`config.mk`:
```
export PLATFORM = sky130hd
export DESIGN_NAME = interval_timer
export DESIGN_NICKNAME = d
export VERILOG_FILES = /design/src/rtl/interval_timer.sv
export SDC_FILE = /design/constraint.sdc
export NUM_CORES = 1
export LEC_CHECK = 0
export ABC_CLOCK_PERIOD_IN_PS = 4000
export CORE_ASPECT_RATIO = 1.1
export CORE_UTILIZATION = 55
export CTS_BUF_LIST = sky130_fd_sc_hd__clkbuf_4
export DETAILED_ROUTE_END_ITERATION = 7
export PLACE_DENSITY = 0.79
export REMOVE_ABC_BUFFERS = 1
export SLEW_MARGIN = 20
export SYNTH_ARGS = -nofsm -noshare
export SYNTH_HDL_FRONTEND = slang
export SYNTH_SLANG_ARGS = --single-unit
export TNS_END_PERCENT = 50
```
`constraint.sdc`:
```
create_clock -name i_CLK -period 4 [get_ports i_CLK]
set_input_delay 1.2 -clock i_CLK [delete_from_list [all_inputs] [get_ports i_CLK]]
set_output_delay 1.2 -clock i_CLK [all_outputs]
set_load 0.05 [all_outputs]
```
`src/rtl/interval_timer.sv`:
```
// Programmable interval timer: prescaled tick-enable plus a loadable tick counter
// with a one-cycle overflow pulse (one-shot or periodic). Optional TIMER_PAUSE_EN adds i_PAUSE.
module interval_timer #(
  parameter int PRESCALE = 50000,
  parameter int CNT_W    = 16
) (
  input  logic             i_CLK,
  input  logic             i_RST,
  input  logic             i_START,
  input  logic             i_STOP,
`ifdef TIMER_PAUSE_EN
  input  logic             i_PAUSE,
`endif
  input  logic             i_MODE,
  input  logic [CNT_W-1:0] i_LIM,
  output logic             o_TICK,
  output logic             o_OVERFLOW,
  output logic             o_BUSY,
  output logic [CNT_W-1:0] o_COUNT
);

  localparam int PW = (PRESCALE > 1) ? $clog2(PRESCALE) : 1;
  localparam logic [PW-1:0] PS_LAST = PW'(PRESCALE - 1);

  typedef enum logic [1:0] {IDLE, LOAD, RUN} state_t;

  state_t           state, state_next;
  logic [PW-1:0]    prescaler;
  logic [CNT_W-1:0] count;
  logic [CNT_W-1:0] lim_reg;
  logic             mode_reg;
  logic             paused;
  logic             tick;
  logic             terminal;

`ifdef TIMER_PAUSE_EN
  assign paused = i_PAUSE;
`else
  assign paused = 1'b0;
`endif

  assign terminal = (count == lim_reg - CNT_W'(1));
  assign o_COUNT  = count;

  always_ff @(posedge i_CLK or posedge i_RST) begin
    if (i_RST) state <= IDLE;
    else       state <= state_next;
  end

  // Priority: stop, then start, then tick-driven completion.
  always_comb begin
    // NOTE: default first so every path assigns state_next; otherwise a latch is inferred.
    state_next = state;
    if (i_STOP) begin
      state_next = IDLE;
    end else begin
      case (state)
        IDLE:    if (i_START) state_next = LOAD;
        LOAD:    state_next = RUN;
        RUN: begin
          if (i_START)                           state_next = LOAD;
          else if (tick && terminal && !mode_reg) state_next = IDLE;
        end
        default: state_next = IDLE;
      endcase
    end
  end

  always_comb begin
    o_BUSY = (state != IDLE);
    tick   = (state == RUN) && !paused && (prescaler == PS_LAST);
    o_TICK = tick;
  end

  always_ff @(posedge i_CLK or posedge i_RST) begin
    if (i_RST) begin
      prescaler  <= '0;
      count      <= '0;
      lim_reg    <= CNT_W'(1);
      mode_reg   <= 1'b0;
      o_OVERFLOW <= 1'b0;
    end else begin
      // NOTE: non-blocking so every register samples the pre-edge values; the later
      // assignment in this block overrides this default without ordering hazards.
      o_OVERFLOW <= 1'b0;
      if (i_STOP) begin
        prescaler <= '0;
        count     <= '0;
      end else begin
        case (state)
          LOAD: begin
            lim_reg   <= (i_LIM == '0) ? CNT_W'(1) : i_LIM;
            mode_reg  <= i_MODE;
            prescaler <= '0;
            count     <= '0;
          end
          RUN: begin
            // A restart request freezes the datapath; LOAD reinitialises it next cycle.
            if (!i_START && !paused) begin
              prescaler <= (prescaler == PS_LAST) ? '0 : prescaler + PW'(1);
              if (tick) begin
                if (terminal) begin
                  count      <= '0;
                  o_OVERFLOW <= 1'b1;
                end else begin
                  count <= count + CNT_W'(1);
                end
              end
            end
          end
          default: ;
        endcase
      end
    end
  end

endmodule

```
* After elaboration in Yosys (flattened, before gate mapping)
Cells that the tools add are included.
Storage, ports and cells: bits in registers 52, bits of input ports 21, output and inout port bits 19, word-level logic and storage cells 50
Cells by class: add/sub/neg operators 3, equal/unequal tests 8, mux-type cells 20, bitwise logic cells 1, reduce and logical (&&, ||, !) cells 12
Operators with widths (count):
- 16-bit 2-to-1 mux | 8
- 16-bit one-hot mux with 2 select lines | 2
- 16-bit by 1-bit adder with 16-bit output, second input constant | 2
- 16-bit == test | 1
- 16-bit == test, second input constant | 1
- 16-bit zero test | 1
- 16-bit by 1-bit subtractor with 16-bit output, second input constant | 1
- 3-bit inequality test, second input constant | 3
- 2-bit 2-to-1 mux | 4
- 2-bit one-hot mux with 3 select lines | 1
- 2-bit AND reduction | 3
- 1-bit 2-to-1 mux | 5
- 4-bit inequality test, second input constant | 1
- 1-bit logical AND | 3
- 3-bit AND reduction | 1
- 3-bit nonzero test | 1
- 2-bit by 1-bit == test with 1-bit output, second input constant | 1
- 2-bit == test, second input constant | 1
- 2-bit zero test | 1
- 2-bit nonzero test | 1
- 1-bit zero test | 1
- 1-bit inverter | 1

* Depth between registers and ports, before layout
Gate-level depths: netlist (run 1).
word-level depth 8, mapped depth 10, depth with buffers taken out 9

* Worst setup path after synthesis (run 1)
No wires, ideal clock.
kind flip-flop to output port, start register prescaler[7], end output port o_TICK, arrival 2222 ps, data required time 2800 ps, slack 578 ps, stages on the path, launching flop included 5, buffers on the path 1, cells stage by stage dfrtp_1 > or4b_1 > or4_4 > buf_6 > nor2_1
Between the ends: word-level cells in the longest chain between the ends 2
Ends and longest elaborated chain:
- start: declaration | RTL line 28 | logic [PW-1:0] prescaler;
- start signal: assignment | RTL line 100 | prescaler <= (prescaler == PS_LAST) ? '0 : prescaler + PW'(1);
- 16-bit == test | RTL line 71 | tick = (state == RUN) && !paused && (prescaler == PS_LAST);
- 1-bit logical AND | RTL line 71
- end: declaration | RTL line 16 | output logic o_TICK,
No other way between the ends.

* Final worst setup path (run 1)
Ends and elaborated chain as after synthesis.

==> out/metrics.yaml, run 1 <==
grt_usage: 0.254
tns_ns: 0
synthFlopType: "dfrtp_1"
placedCellCount: 421
dr.pass1.iters: 4
power.share.combinational: 0.226
rsz0062_at_grt: "false"
cellInternalPower_mw: 0.782
cts_resized: 0
end_kind: "output pin"
critPathMaxFanout: 10
diodes: 0
viasPerCell: 5.91
rows: 28
path_class: "reg -> out"
status: "finished, final reports clean"
dp_hpwl_mm: 5.09
max_freq_mhz: 281
r2r_cells: 9
switching_share: 0.307
cts_max_level: 2
slew_headroom: 0.454
finalClockSkew_ns: 0.0145
cts_buffers: 5
cts_setup_buffers: 0
async_reset_ff_frac: 1.00
rrSetupSlack_ns: 0.69
gp_congestion: 0.861
gr-total-overflow: 0
p_switching_mw: 0.346
ir_drop_v: 0.000149
placed_area_um2: 3500
cts_sinks: 52
dieArea_um2: 5930
drcViolationCount: 0
final_nets: 377
die_width_um: 73.5
fin_util: 0.661
power_frac_seq: 0.559
synth_top_cell_by_area: "dfrtp_1"
yosysWarnings: 0
cts_tree: "yes"
regToRegEndpoint: "o_COUNT[2]"
grt_max_degree: 31
max_cap_violations: 0
yosysTopAreaCellShare: 0.412
p_leak_nw: 1.35
power_density_nw_per_um2: 317
critPathLaunchType: "register"
synth_edf_count: 0
num_vias: 2537
ant_nets: 0
fp.dieH_um: 80.7
drt-initial-drc-count: 107
coreArea_um2: 5400
setup_viol: 0
syn-cell-area_um2: 3090
hold_start: "state[0]"
path_clk_slew_ns: 0.15
clockPowerShare: 0.214
routedWlPerCell_um: 16.1
final_hold_viol_count: 0
grt_pass1_vias: 2515
cts_buffer_depth: 2
syn_inst: 316
worst_hold_path.endpoint: "state[0]"
worst_pin_slew_ns: 0.820
arrival_ns: 2.36
dpl_worst_slack_ns: 0.606
setup_ws_ns: 0.436
start_util: 0.574
total_power_mw: 1.13
period_minus_slack_ns: 3.56
cts_root_buffer: "clkbuf_4"
hold_class: "reg -> reg"
r2r-start: "lim_reg[1]"
holdWs_ns: 0.503
drv_slew: 0
seq_area_frac_synth: 0.421
fin_crit_sh: 0.891
portBuffers: 39
io_pins: 40
design_area_um2: 3560
drive_gt1_frac: 0.119
syn_to_final_growth_pct: 15.2
route.final.wire_length_mm: 6.90
ys_types: 56
ys_ff_latch: 52
synth.area.top_cells: "dfrtp_1 41%, xnor2_1 6.2%, mux2_2 5.5%, xor2_1 4.5%, nand4_1 3.4%"
grt_pass1_wl_mm: 11.5
cp.required_ns: 2.80
clk_latency_ns: 0.38
holdPathStages: 1
syn_area_per_cell_um2: 9.79
cts_hold_buf: 0
antenna_found_initial: 0
finalNonFillerCells: 429
[logic make-up (layout without fill, tap and decap cells)]
group	after synthesis	after routing	share of synthesized area
simple gates	126	126	0.232
mux	17	17	0.0611
fa+ha+maj	3	3	0.0121
flops	52	52	0.421
compound gates	60	60	0.123
xor+xnor	38	38	0.108
buf+inv	20	58	0.0437
[how the worst max path moves through the flow]
stage / from / endpoint / cells after the start
floorplan: prescaler[7] / o_TICK / 3
global route: prescaler[7] / o_TICK / 4
CTS: prescaler[7] / o_TICK / 4
detailed placement: i_START / o_COUNT[2] / 6
global placement: i_START / prescaler[8] / 7
finish: prescaler[7] / o_TICK / 4
[metal layers]
metal | GRT usage | vias to the layer above | share of wire
li1 | - | 1236 | -
met1 | 0.306 | 1219 | 0.43
met2 | 0.452 | 64 | 0.51
met3 | 0.0402 | 18 | 0.033
met4 | 0.0923 | 0 | 0.026
met5 | 0 | - | 0
[area by class of cell]
cell class                 instances  area [µm²]
clock inverter                     1        3.75
clock buffer                       7        52.6
tap                               75        93.8
inverter                           7        26.3
multi-input combinational        244        1670
sequential                        52        1300
fill                             466        1830
timing repair buffer              43         418
[cell usage after synthesis, types with 2 or more instances]
cell type and instances:
o21ai_0 19, nor4_1 6, or4b_1 2, mux2i_1 2, nand4_1 17, nand2_1 23, nand2b_1 7, nor2_1 14
o31ai_1 2, a21oi_2 3, or3_1 3, o21a_1 2, clkbuf_8 3, nand3b_1 5, dfrtp_1 51, buf_6 3
inv_1 7, nor3_1 15, xnor2_1 22, nor3b_1 4, ha_1 3, mux2_2 15, clkbuf_1 6, nand3_1 10
or4_1 2, o211ai_1 3, xor2_1 16, and3_1 6, a21oi_1 17, o41ai_1 2
[power by group through the flow]
| stage | Sequential [mW] | Clock, mW | Combinational [mW] |
|---|---|---|---|
| finish | 0.631 | 0.242 | 0.255 |
| detailed placement | 0.640 | 0 | 0.254 |
| CTS | 0.630 | 0.247 | 0.255 |
| floorplan | 0.623 | 0 | 0.187 |
| global placement | 0.638 | 0 | 0.249 |
| global route | 0.640 | 0.264 | 0.283 |
[critical path, stage by stage, from the launching register on]
cell     delay (ns)
dfrtp_1        0.47
or4b_1         0.54
or4_4          0.63
nor2_1         0.14
buf_4          0.21
[cell usage in the layout (no fill, tap or decap), drive strengths merged, types with 10 or more instances in the layout]
master	Yosys	final
xor2	16	16
o21ai	20	20
nand2	24	24
a21oi	20	20
nand3	10	10
nor3	15	15
dfrtp	51	51
xnor2	22	22
nand4	17	17
mux2	15	15
clkdlybuf4s50	1	38
nor2	14	14
(Power assumes the default switching activity.)
==> run 2, diff against run 1 <==
--- a/config.mk
+++ b/config.mk
@@ -10,6 +10,7 @@
 export CORE_UTILIZATION = 55
 export CTS_BUF_LIST = sky130_fd_sc_hd__clkbuf_4
 export DETAILED_ROUTE_END_ITERATION = 7
+export MAX_ROUTING_LAYER = met4
 export PLACE_DENSITY = 0.79
 export REMOVE_ABC_BUFFERS = 1
 export SLEW_MARGIN = 20
==> run 2 against run 1 <==
Sequential power about the same. Flip-flop and latch count is the same. Cell area did not move. Combinational power about the same. Power is essentially flat. Utilization stayed put. Final cell count stayed put. Routed wire length increased by 0.45%. Critical endpoint unchanged. Largest power group unchanged.
==> out/metrics.yaml, run 2 (synthesized netlist as in run 1, its figures left out) <==
status: "finished, final reports clean"
cts_sinks: 52  # unchanged
slew_headroom: 0.454  # about the same
gp_congestion: 0.874  # +1.6%
fin_crit_sh: 0.891  # about the same
dieArea_um2: 5930  # unchanged
drv_slew: 0  # unchanged
syn_to_final_growth_pct: 15.2  # unchanged
worst_pin_slew_ns: 0.819  # -0.000296 ns
diodes: 0  # unchanged
drcViolationCount: 0  # unchanged
cts_tree: "yes"
finalClockSkew_ns: 0.0153  # +0.000781 ns
max_cap_violations: 0  # unchanged
cts_setup_buffers: 0  # unchanged
grt_pass1_wl_mm: 11.5  # +0.18%
cp.required_ns: 2.80  # about the same
end_kind: "output pin"
power_frac_seq: 0.559  # about the same
clk_latency_ns: 0.38  # about the same
fill_cells: 466  # unchanged
cts_hold_buf: 0  # unchanged
cts_resized: 0  # unchanged
rsz0062_at_grt: "false"
route.final.wire_length_mm: 6.93  # +0.45%
holdWs_ns: 0.505  # +0.00150 ns
final_cell_mix: "51 x dfrtp_1, 38 x clkdlybuf4s50_1, 23 x nand2_1, 22 x xnor2_1, 19 x o21ai_0"
gr-total-overflow: 0  # unchanged
hold_class: "reg -> reg"
cts_buffers: 5  # unchanged
start_util: 0.574  # unchanged
path_class: "reg -> out"
ir_drop_v: 0.000149  # about the same
critPathSlowestCell: "or4_4"
max_freq_mhz: 281  # about the same
grt_pass1_vias: 2516  # +0.040%
final_nets: 377  # unchanged
p_switching_mw: 0.347  # +0.17%
tns_ns: 0  # unchanged
rows: 28  # unchanged
setup_ws_ns: 0.436  # +0.000153 ns
num_vias: 2525  # -0.47%
power_density_nw_per_um2: 317  # about the same
design_area_um2: 3560  # unchanged
period_minus_slack_ns: 3.56  # -0.000153 ns
finalNonFillerCells: 429  # unchanged
cts_root_buffer: "clkbuf_4"
setup_viol: 0  # unchanged
drive_gt1_frac: 0.119  # unchanged
portBuffers: 39  # unchanged
power.share.combinational: 0.227  # about the same
layout_commonest_cell: "dfrtp_1"
grt_max_degree: 31  # unchanged
ant_nets: 0  # unchanged
max_stage_delay_ns: 0.63  # about the same
antenna_found_initial: 0  # unchanged
cts_max_level: 2  # unchanged
arrival_ns: 2.36  # about the same
die_width_um: 73.5  # unchanged
critPathMaxFanout: 10  # unchanged
placed_area_um2: 3500  # unchanged
critPathLaunchType: "register"
p_leak_nw: 1.35  # unchanged
clockPowerShare: 0.214  # about the same
final_hold_viol_count: 0  # unchanged
rrSetupSlack_ns: 0.69  # about the same
switching_share: 0.307  # +0.000343
dp_hpwl_mm: 5.09  # unchanged
coreArea_um2: 5400  # unchanged
path_cells: "or4b_1 -> or4_4 -> nor2_1 -> buf_4"
routedWlPerCell_um: 16.2  # +0.45%
fp.dieH_um: 80.7  # unchanged
placedCellCount: 421  # unchanged
cellInternalPower_mw: 0.782  # about the same
dr.pass1.iters: 4  # unchanged
drt-initial-drc-count: 113  # +5.6%
cts_buffer_depth: 2  # unchanged
io_pins: 40  # unchanged
dpl_worst_slack_ns: 0.606  # unchanged
path_clk_slew_ns: 0.15  # about the same
viasPerCell: 5.89  # -0.47%
grt_usage: 0.262  # +0.00717
run 2: cell counts in the layout (fill, tap and decap cells not counted):
No cell type changed its count.
run 2: routing by layer:
metal / routed length [µm] / vias to the layer above / GRT usage
met5: 0 / - / -
met1: 2940 / 1217 / 0.307
li1: - / 1231 / -
met2: 3560 / 63 / 0.452
met4: 170 / 0 / 0.0923
met3: 257 / 14 / 0.0402
run 2: metrics by stage:
stage	util	total power [mW]
2_1_floorplan	-	0.810
3_3_place_gp	0.649	0.887
3_5_place_dp	0.649	0.894
4_1_cts	0.659	1.13
5_1_grt	0.661	1.19
6_report	0.661	1.13
run 2: cell type report:
class                      instances  area, µm²  area share
clock inverter                     1       3.75     0.00105
timing repair buffer              43        418       0.117
clock buffer                       7       52.6      0.0147
inverter                           7       26.3     0.00737
sequential                        52       1300       0.365
multi-input combinational        244       1670       0.468
tap                               75       93.8      0.0263
run 2: power by group through the flow:
stage	clock [mW]	sequential [mW]	combinational (mW)
6_report	0.242	0.631	0.256
3_5_place_dp	0	0.640	0.254
5_1_grt	0.264	0.640	0.283
4_1_cts	0.247	0.630	0.255
3_3_place_gp	0	0.638	0.249
2_1_floorplan	0	0.623	0.187
run 2: critical path, delay by kind of cell, from the launching register on:
kind	cells	cell delay, ns
simple gates	3	1.31
flops	1	0.47
buf+inv	1	0.21
run 2: path summary, 6_finish.rpt:
kind,startpoint,end,cells past startpoint
min in group asynchronous,i_RST,state[1],2
min reg2reg,state[0],state[0],1
max in group asynchronous,i_RST,o_COUNT[6],3
max reg2reg,lim_reg[1],o_COUNT[2],9
max,prescaler[7],o_TICK,4
min,state[0],state[0],1
==> run 3, diff against run 2 <==
--- a/config.mk
+++ b/config.mk
@@ -11,7 +11,7 @@
 export CTS_BUF_LIST = sky130_fd_sc_hd__clkbuf_4
 export DETAILED_ROUTE_END_ITERATION = 7
 export MAX_ROUTING_LAYER = met4
-export PLACE_DENSITY = 0.79
+export PLACE_DENSITY = 0.89
 export REMOVE_ABC_BUFFERS = 1
 export SLEW_MARGIN = 20
 export SYNTH_ARGS = -nofsm -noshare
==> run 3 against run 2 <==
Setup slack better by 0.036 ns. Clock skew up 0.00065 ns. Non-clock buffer count decreased by 2. Power rose by 1.0%. Routed wire length rose by 4.0%. Flip-flop and latch count is the same. Largest power group unchanged. Sequential power hardly changed. Largest cell class unchanged. First-iteration DRC count up 73%.
==> out/metrics.yaml, run 3 (synthesized netlist as in run 1, its figures left out) <==
final_cell_mix: "51 x dfrtp_1, 38 x clkdlybuf4s50_1, 23 x nand2_1, 22 x xnor2_1, 19 x o21ai_0"
placedCellCount: 419  # -0.48%
diodes: 0  # unchanged
dieArea_um2: 5930  # unchanged
portBuffers: 39  # unchanged
clk_latency_ns: 0.38  # about the same
dr.pass1.iters: 5  # +1
finalNonFillerCells: 427  # -0.47%
syn_to_final_growth_pct: 14.7
arrival_ns: 2.33  # -0.03 ns
cts_resized: 0  # unchanged
worst_pin_slew_ns: 0.910  # +0.0904 ns
cp.required_ns: 2.80  # about the same
num_vias: 2576  # +2.0%
finalClockSkew_ns: 0.0159  # +0.000652 ns
setup_viol: 0  # unchanged
io_pins: 40  # unchanged
seqCellArea_um2: 1300  # unchanged
grt_usage: 0.269  # +0.00766
rows: 28  # unchanged
drt-initial-drc-count: 196  # +73%
hold_class: "reg -> reg"
cts_hold_buf: 0  # unchanged
fin_util: 0.658  # -0.00301
drv_slew: 0  # unchanged
multi_input_area_um2: 1660  # -0.45%
cts_max_level: 2  # unchanged
fill_cells: 435  # -6.7%
max_freq_mhz: 283  # +1.0%
cts_root_buffer: "clkbuf_4"
power_density_nw_per_um2: 322  # +1.5%
viasPerCell: 6.03  # +2.5%
fin_crit_sh: 0.882  # -0.00901
ant_nets: 0  # unchanged
gr-total-overflow: 0  # unchanged
grt_pass1_vias: 2488  # -1.1%
path_class: "reg -> out"
drive_gt1_frac: 0.116  # -0.00217
start_util: 0.574  # unchanged
layout_commonest_cell: "dfrtp_1"
end_kind: "output pin"
final_nets: 375  # -0.53%
grt_pass1_wl_mm: 11.7  # +1.6%
rsz0062_at_grt: "false"
critPathMaxFanout: 10  # unchanged
max_cap_violations: 0  # unchanged
critPathLaunchType: "register"
cts_tree: "yes"
cts_sinks: 52  # unchanged
coreArea_um2: 5400  # unchanged
p_leak_nw: 1.34  # -1.4%
route.final.wire_length_mm: 7.21  # +4.0%
antenna_found_initial: 0  # unchanged
tns_ns: 0  # unchanged
grt_max_degree: 53  # +71%
routedWlPerCell_um: 16.9  # +4.5%
dp_hpwl_mm: 5.39  # +5.9%
slew_headroom: 0.393  # -0.0610
cts_setup_buffers: 0  # unchanged
cts_buffer_depth: 2  # unchanged
drcViolationCount: 0  # unchanged
path_clk_slew_ns: 0.15  # about the same
cts_buffers: 5  # unchanged
gp_congestion: 0.951  # +8.8%
ir_drop_v: 0.000136  # -8.5%
final_hold_viol_count: 0  # unchanged
status: "finished, final reports clean"
die_width_um: 73.5  # unchanged
fp.dieH_um: 80.7  # unchanged
period_minus_slack_ns: 3.53  # -0.0360 ns
[run 3: cell types whose count changed in the layout (fill, tap and decap cells not counted), sizes merged]
cell,before,now
buf,5,3
clkbuf,7,5
clkinv,1,2
clkinvlp,0,2
inv,7,6
[run 3: report_power, final]
part	internal (mW)	total (mW)	switching [mW]
combinational	0.130	0.260	0.131
clock	0.0696	0.248	0.178
sequential	0.569	0.633	0.0634
total	0.769	1.14	0.372
[run 3: per-stage QoR]
stage	total power, mW	hold WS (ns)	worst slack (ns)	cell area [µm²]
2_1_floorplan	0.810	0.451	0.623	2990
3_3_place_gp	0.883	0.479	0.702	3490
3_5_place_dp	0.901	0.498	0.640	3490
4_1_cts	1.14	0.519	0.435	3550
5_1_grt	1.20	0.525	0.389	3550
6_report	1.14	0.512	0.472	3550
[run 3: worst max-delay path, cell delays in order, from the launching register on]
cell     delay [ns]
dfrtp_1        0.46
or4b_1         0.54
or4_4          0.62
nor2_1         0.13
buf_4          0.20
[run 3: path summary, 6_finish.rpt]
check | endpoint | slack, ns | startpoint | depth (start not counted)
min reg2reg | state[0] | 0.51 | state[0] | 1
min | state[0] | 0.51 | state[0] | 1
max | o_TICK | 0.47 | prescaler[7] | 4
max reg2reg | o_COUNT[0] | 0.72 | lim_reg[1] | 9
max in group asynchronous | o_COUNT[11] | 2.18 | i_RST | 2
min in group asynchronous | prescaler[1] | 1.28 | i_RST | 2
[run 3: layer usage]
| layer | share of wire | track usage | wire [µm] |
|---|---|---|---|
| met1 | 0.40 | 0.310 | 2880 |
| met2 | 0.52 | 0.457 | 3750 |
| met3 | 0.046 | 0.0414 | 335 |
| met4 | 0.033 | 0.127 | 238 |
| met5 | 0 | - | 0 |
[run 3: final cells by class]
type,instances,share of cell area
clock buffers,5,0.0106
clock inverters,3,0.00670
inverters,7,0.00776
multi-input cells,244,0.468
flip-flops and latches,52,0.367
well taps,75,0.0264
repair buffers,41,0.114
==> edit 1 (flow settings as in run 2) <==
Make the reset (`i_RST`) synchronous in 2 clocked blocks.
--- a/src/rtl/interval_timer.sv
+++ b/src/rtl/interval_timer.sv
@@ -44,3 +44,3 @@
 
-  always_ff @(posedge i_CLK or posedge i_RST) begin
+  always_ff @(posedge i_CLK) begin
     if (i_RST) state <= IDLE;
@@ -74,3 +74,3 @@
 
-  always_ff @(posedge i_CLK or posedge i_RST) begin
+  always_ff @(posedge i_CLK) begin
     if (i_RST) begin
Function: differs if i_RST is asserted again (counterexample within 4 cycles, from zero or initial values and one cycle with i_RST high); with i_RST held inactive, the same outputs for 10 cycles.
==> edit 1 against run 2 <==
- final cell count rose by 15%
- worst hold slack lost 17 ps
- design area grew 2.1%
- count of clock-buffer cells in the layout is the same
- sequential share of layout area fell by 7.9 points
- core utilization grew 0.10 points
- routed wire length rose by 9.0%
- setup slack got worse by 3.9 ps
- via count grew 19%
- synthesized area grew 3.8%
- sequential cell count did not move
Power is not compared: it rests on default switching activity, and its combinational part moved more than twofold at a synthesized area within 25%.
==> edit 1: results <==
run_status:
  status: "finished, final reports clean"
synthesis:
  netlist_top_cells_area: "dfxtp_1, xnor2_1, nand2_1"
  ys_async_sr_fraction_pct: 0
  yosysSeqAreaShare_pct: 32.4
  yosys.area_share.xor_xnor_pct: 8.18
  synth.distinct_cells: 62
  synth.area.mux_share_pct: 0.624
  synth_top_cells_by_count: "nand2_1, dfxtp_1, nor2_1"
  synth_compound_gate_area_share_pct: 21.1
  post_synth_fa_ha_maj_area_fraction_pct: 1.17
  yosys_most_used_dff: "dfxtp_1"
global_routing:
  grt_start_max_net_pins: 20
  gr-usage-all-layers_pct: 27.0
route:
  wire_length_reported_by_the_detailed_router_mm: 7.56
  drtPass1Iterations: 5
  drt_first_iter_violations: 129
sta:
  fin_skew_ps: 7.70
  maxSlewHeadroom_pct: 36.7
setup_path:
  cell_with_the_biggest_individual_delay_on_the_critical_path: "clkdlybuf4s50_1"
  cp_max_fo: 5
  critical-path-top-delay-family: "buffers and inverters"
  regToRegSetupSlack_ps: 1190
  worstReg2RegStart: "lim_reg[0]$_SDFFE_PP1P_"
  crit-reg2reg-capture: "o_COUNT[3]$_SDFFE_PP0P_"
  worst_path_largest_cell_delay_ps: 820
  r2r.worst_path.cells: 8
worst_hold_path:
  worst_hold_path.num_cells: 2
  hold_ep: "mode_reg$_SDFFE_PP0P_"
  min-delay-start: "mode_reg$_SDFFE_PP0P_"
layout:
  post_route_cells_drive_above_1_share_pct: 8.85
  finalNetCount: 441
cts:
  clkSlewWorstSetupHoldPaths_ps: 130
  postCtsResizedCells: 0
placement:
  hpwl_mm: 5.54
  dp_worst_setup_slack_ps: 782
  gp_routability_congestion: 0.863
## edit 1: cell count changes after synthesis, sizes merged, moves of 5 or more
cell / delta
dfrtp: -51
clkbuf: +7
a211oi: +13
nand4: -9
mux2: -15
nand2: +31
a21oi: +13
buf: +5
nor2: +19
xor2: -10
dfxtp: +52
a31oi: +6
o21ai: -9
## edit 1: cells by family after synthesis
group / Yosys count
flops: 52
xor+xnor: 30
simple gates: 180
buf+inv: 31
compound gates: 94
fa+ha+maj: 3
mux: 2
## edit 1: report_power, final
| part | leakage (uW) | total, uW | switching (uW) | internal, uW |
|---|---|---|---|---|
| sequential | 0.000419 | 529 | 7.08 | 522 |
| combinational | 0.000658 | 123 | 71.6 | 51.3 |
| clock | 0.0000338 | 238 | 157 | 81.6 |
| total | 0.00111 | 891 | 236 | 655 |
## edit 1: final cells by class
type                       count  area share [%]
multi-input combinational    309            55.2
sequential                    52            28.6
timing repair buffer          42            11.3
tap                           75            2.58
clock buffer                   7            1.44
inverter                       7           0.722
clock inverter                 1           0.103
## edit 1: layer usage
metal  GRT usage, %  wire length, microns  up-vias  share of wire (%)
met5              -                     0        -                  0
met4           9.06                   110        0                1.5
met3           5.10                   217       13                2.9
met2           48.5                  3920       45                 52
met1           29.9                  3310     1453                 44
li1               -                     -     1487                  -
## edit 1: how the worst max path moves through the flow
stage	startpoint	end	slack (ps)	cells past startpoint
after floorplan	prescaler[0]$_SDFFE_PP0P_	o_TICK	1280	4
after global placement	i_START	o_COUNT[4]$_SDFFE_PP0P_	860	5
after detailed placement	i_START	o_COUNT[5]$_SDFFE_PP0P_	780	5
after CTS	prescaler[0]$_SDFFE_PP0P_	o_TICK	440	5
after global routing	prescaler[0]$_SDFFE_PP0P_	o_TICK	320	5
final	prescaler[0]$_SDFFE_PP0P_	o_TICK	430	5
## edit 1: stage by stage
step           cell area (sq um)  instances  hold WS, ps  util [%]  total power, uW
3_3_place_gp                3580        485          472      65.2              659
4_1_cts                     3640        493          496      66.2              895
6_report                    3640        493          488      66.2              891
5_1_grt                     3640        493          526      66.2              931
2_1_floorplan               3080        368          431         -              611
3_5_place_dp                3580        485          472      65.2              663
## edit 1: worst min-delay path, stage by stage (launching register included)
cell and delay [ps]:
dfxtp_1 350, nand2_1 60, a21oi_1 60
==> edit 2 (settings of run 2) <==
Made on the original files. The parameter `CNT_W` goes from 16 to 32.
--- a/src/rtl/interval_timer.sv
+++ b/src/rtl/interval_timer.sv
@@ -4,3 +4,3 @@
   parameter int PRESCALE = 50000,
-  parameter int CNT_W    = 16
+  parameter int CNT_W    = 32
 ) (
Interface: changed (resized i_LIM and o_COUNT); port bits go from 40 to 72. The function was not compared with the original's and may differ.
==> edit 2 against run 2 <==
- routed wire length grew 86%
- sequential share of layout area shrank 1.8 points
- die area grew 61%
- design area grew 70%
- sequential cell count grew 32
- largest power group unchanged
- first-iteration DRC count grew 110%
- non-clock buffer count grew 37
- via count grew 75%
- synthesized area grew 63%
- setup slack gained 21 ps
- power grew 81%
==> edit 2: results <==
placement:
  dp_worst_setup_slack_ps: 352
  gp_routability_congestion: 0.908
  buffer_ports.inserted: 71
  placement.cell_area_sq_mm: 0.00592
  hpwl_mm: 9.53
run_status:
  status: "finished, final reports clean"
cts:
  ctsHtreeMaxLevel: 3
  clk_path_buf_depth: 2
  cts-buffers-inserted: 9
  cts.root.buffer_cell: "clkbuf_4"
  insertion_delay_ps: 450
  clkSlewWorstSetupHoldPaths_ps: 130
global_routing:
  first_global_vias: 4251
  grt_start_max_net_pins: 85
  grt_first_pass_wirelength_mm: 20.8
  gr-usage-all-layers_pct: 29.2
sta:
  fin_skew_ps: 11.9
  holdWs_ps: 490
  worst_slew_pin_slew_ps: 596
setup_path:
  worst_path_largest_cell_delay_ps: 520
  crit-reg2reg-capture: "o_COUNT[7]$_DFFE_PP0P_"
  cp_max_fo: 7
  cell_with_the_biggest_individual_delay_on_the_critical_path: "nor4_1"
  worst_ep_arrival_ps: 2340
  regToRegSetupSlack_ps: 570
  worstReg2RegStart: "lim_reg[7]$_DFFE_PP0P_"
synthesis:
  netlist_top_cells_area: "dfrtp_1, xnor2_1, mux2_2"
  yosysSeqAreaShare_pct: 41.7
  synth.distinct_cells: 53
  yosysWarnings: 0
  synth_top_cells_by_count: "dfrtp_1, xnor2_1, a21oi_1, xor2_1, nand2_1"
layout:
  finalNetCount: 645
  post_route_cells_drive_above_1_share_pct: 11.1
  filler_cell_count: 706
worst_hold_path:
  hold_ep: "state[0]$_DFFE_PP0P_"
route:
  drtPass1Iterations: 7
  post_drt_via_cell_ratio: 6.11
  drt_first_iter_violations: 239
  post_drt_wl_per_cell_microns: 17.8
power_and_ir_drop:
  power.ir.vdd_worst_mv: 0.148
  p_leak_uw: 0.00231
==> edit 2: cell types whose count changed in the layout (fill, tap and decap cells not counted), moves of 13 or more <==
cell and delta:
dfrtp_1 +32, xnor2_1 +20, clkdlybuf4s50_1 +32, nand2_1 +13, xor2_1 +22, nor2_1 +20, nor4_1 +13, mux2_2 +15
nand3_1 +19, a21oi_1 +22
==> edit 2: where the power goes <==
part | leakage (uW) | internal [uW] | switching [uW] | total, uW
logic | 0.00114 | 241 | 235 | 476
registers | 0.00110 | 930 | 122 | 1050
clock network | 0.0000685 | 192 | 320 | 513
==> edit 2: worst max-delay path by stage <==
stage	from	endpoint	slack (ps)
3_3_place_gp	i_START	o_COUNT[24]$_DFFE_PP0P_	400
5_1_grt	prescaler[0]$_DFFE_PP0P_	o_TICK	330
4_1_cts	prescaler[0]$_DFFE_PP0P_	o_TICK	40
6_report	prescaler[0]$_DFFE_PP0P_	o_TICK	460
2_1_floorplan	i_START	o_COUNT[24]$_DFFE_PP0P_	-690
3_5_place_dp	i_START	o_COUNT[28]$_DFFE_PP0P_	350
==> edit 2: logic make-up (layout without fill, tap and decap cells) <==
family                   Yosys count  after routing  share of synthesized area, %
multiplexers                      35             35                          7.68
AND/OR/NAND/NOR                  224            224                          24.7
AO/OA/AOI/OAI                     78             78                          8.97
buffers and inverters             29            106                          2.38
flip-flops                        84             84                          41.7
adder cells (fa/ha/maj)            3              3                         0.743
XOR/XNOR                          80             80                          13.9
==> edit 2: cell type report <==
type | instances | area share, %
Inverter | 10 | 0.640
Clock buffer | 9 | 1.11
Multi-Input combinational cell | 420 | 46.9
Clock inverter | 7 | 1.24
Sequential cell | 84 | 34.7
Timing Repair Buffer | 80 | 13.1
Tap cell | 114 | 2.35
==> edit 2: metal layers <==
metal	up-vias	routed length [microns]	global-route usage, %
met5	-	0	-
met4	0	322	12.4
met3	28	757	4.35
met2	154	6460	49.2
met1	2149	5330	35.3
li1	2096	-	-
==> edit 2: per-stage QoR <==
| stage | utilization (%) | total power [uW] | cells |
|---|---|---|---|
| after floorplan | - | 1380 | 514 |
| after global placement | 66.7 | 1510 | 708 |
| after detailed placement | 66.7 | 1540 | 708 |
| after CTS | 68.3 | 2050 | 724 |
| after global routing | 68.3 | 2150 | 724 |
| final | 68.3 | 2040 | 724 |
==> edit 2: timing repair <==
action / in CTS / in global routing
setup buffers: 0 / 0
endpoints found under the setup margin: 0 / 1
gates resized for setup: 0 / 1
hold buffers: 0 / 0
==> edit 2: worst reg2reg max path, delay by kind of cell (launching register included) <==
family	cells	cell delay, ps
flip-flops	1	440
AO/OA/AOI/OAI	3	550
buffers and inverters	1	320
AND/OR/NAND/NOR	5	2000
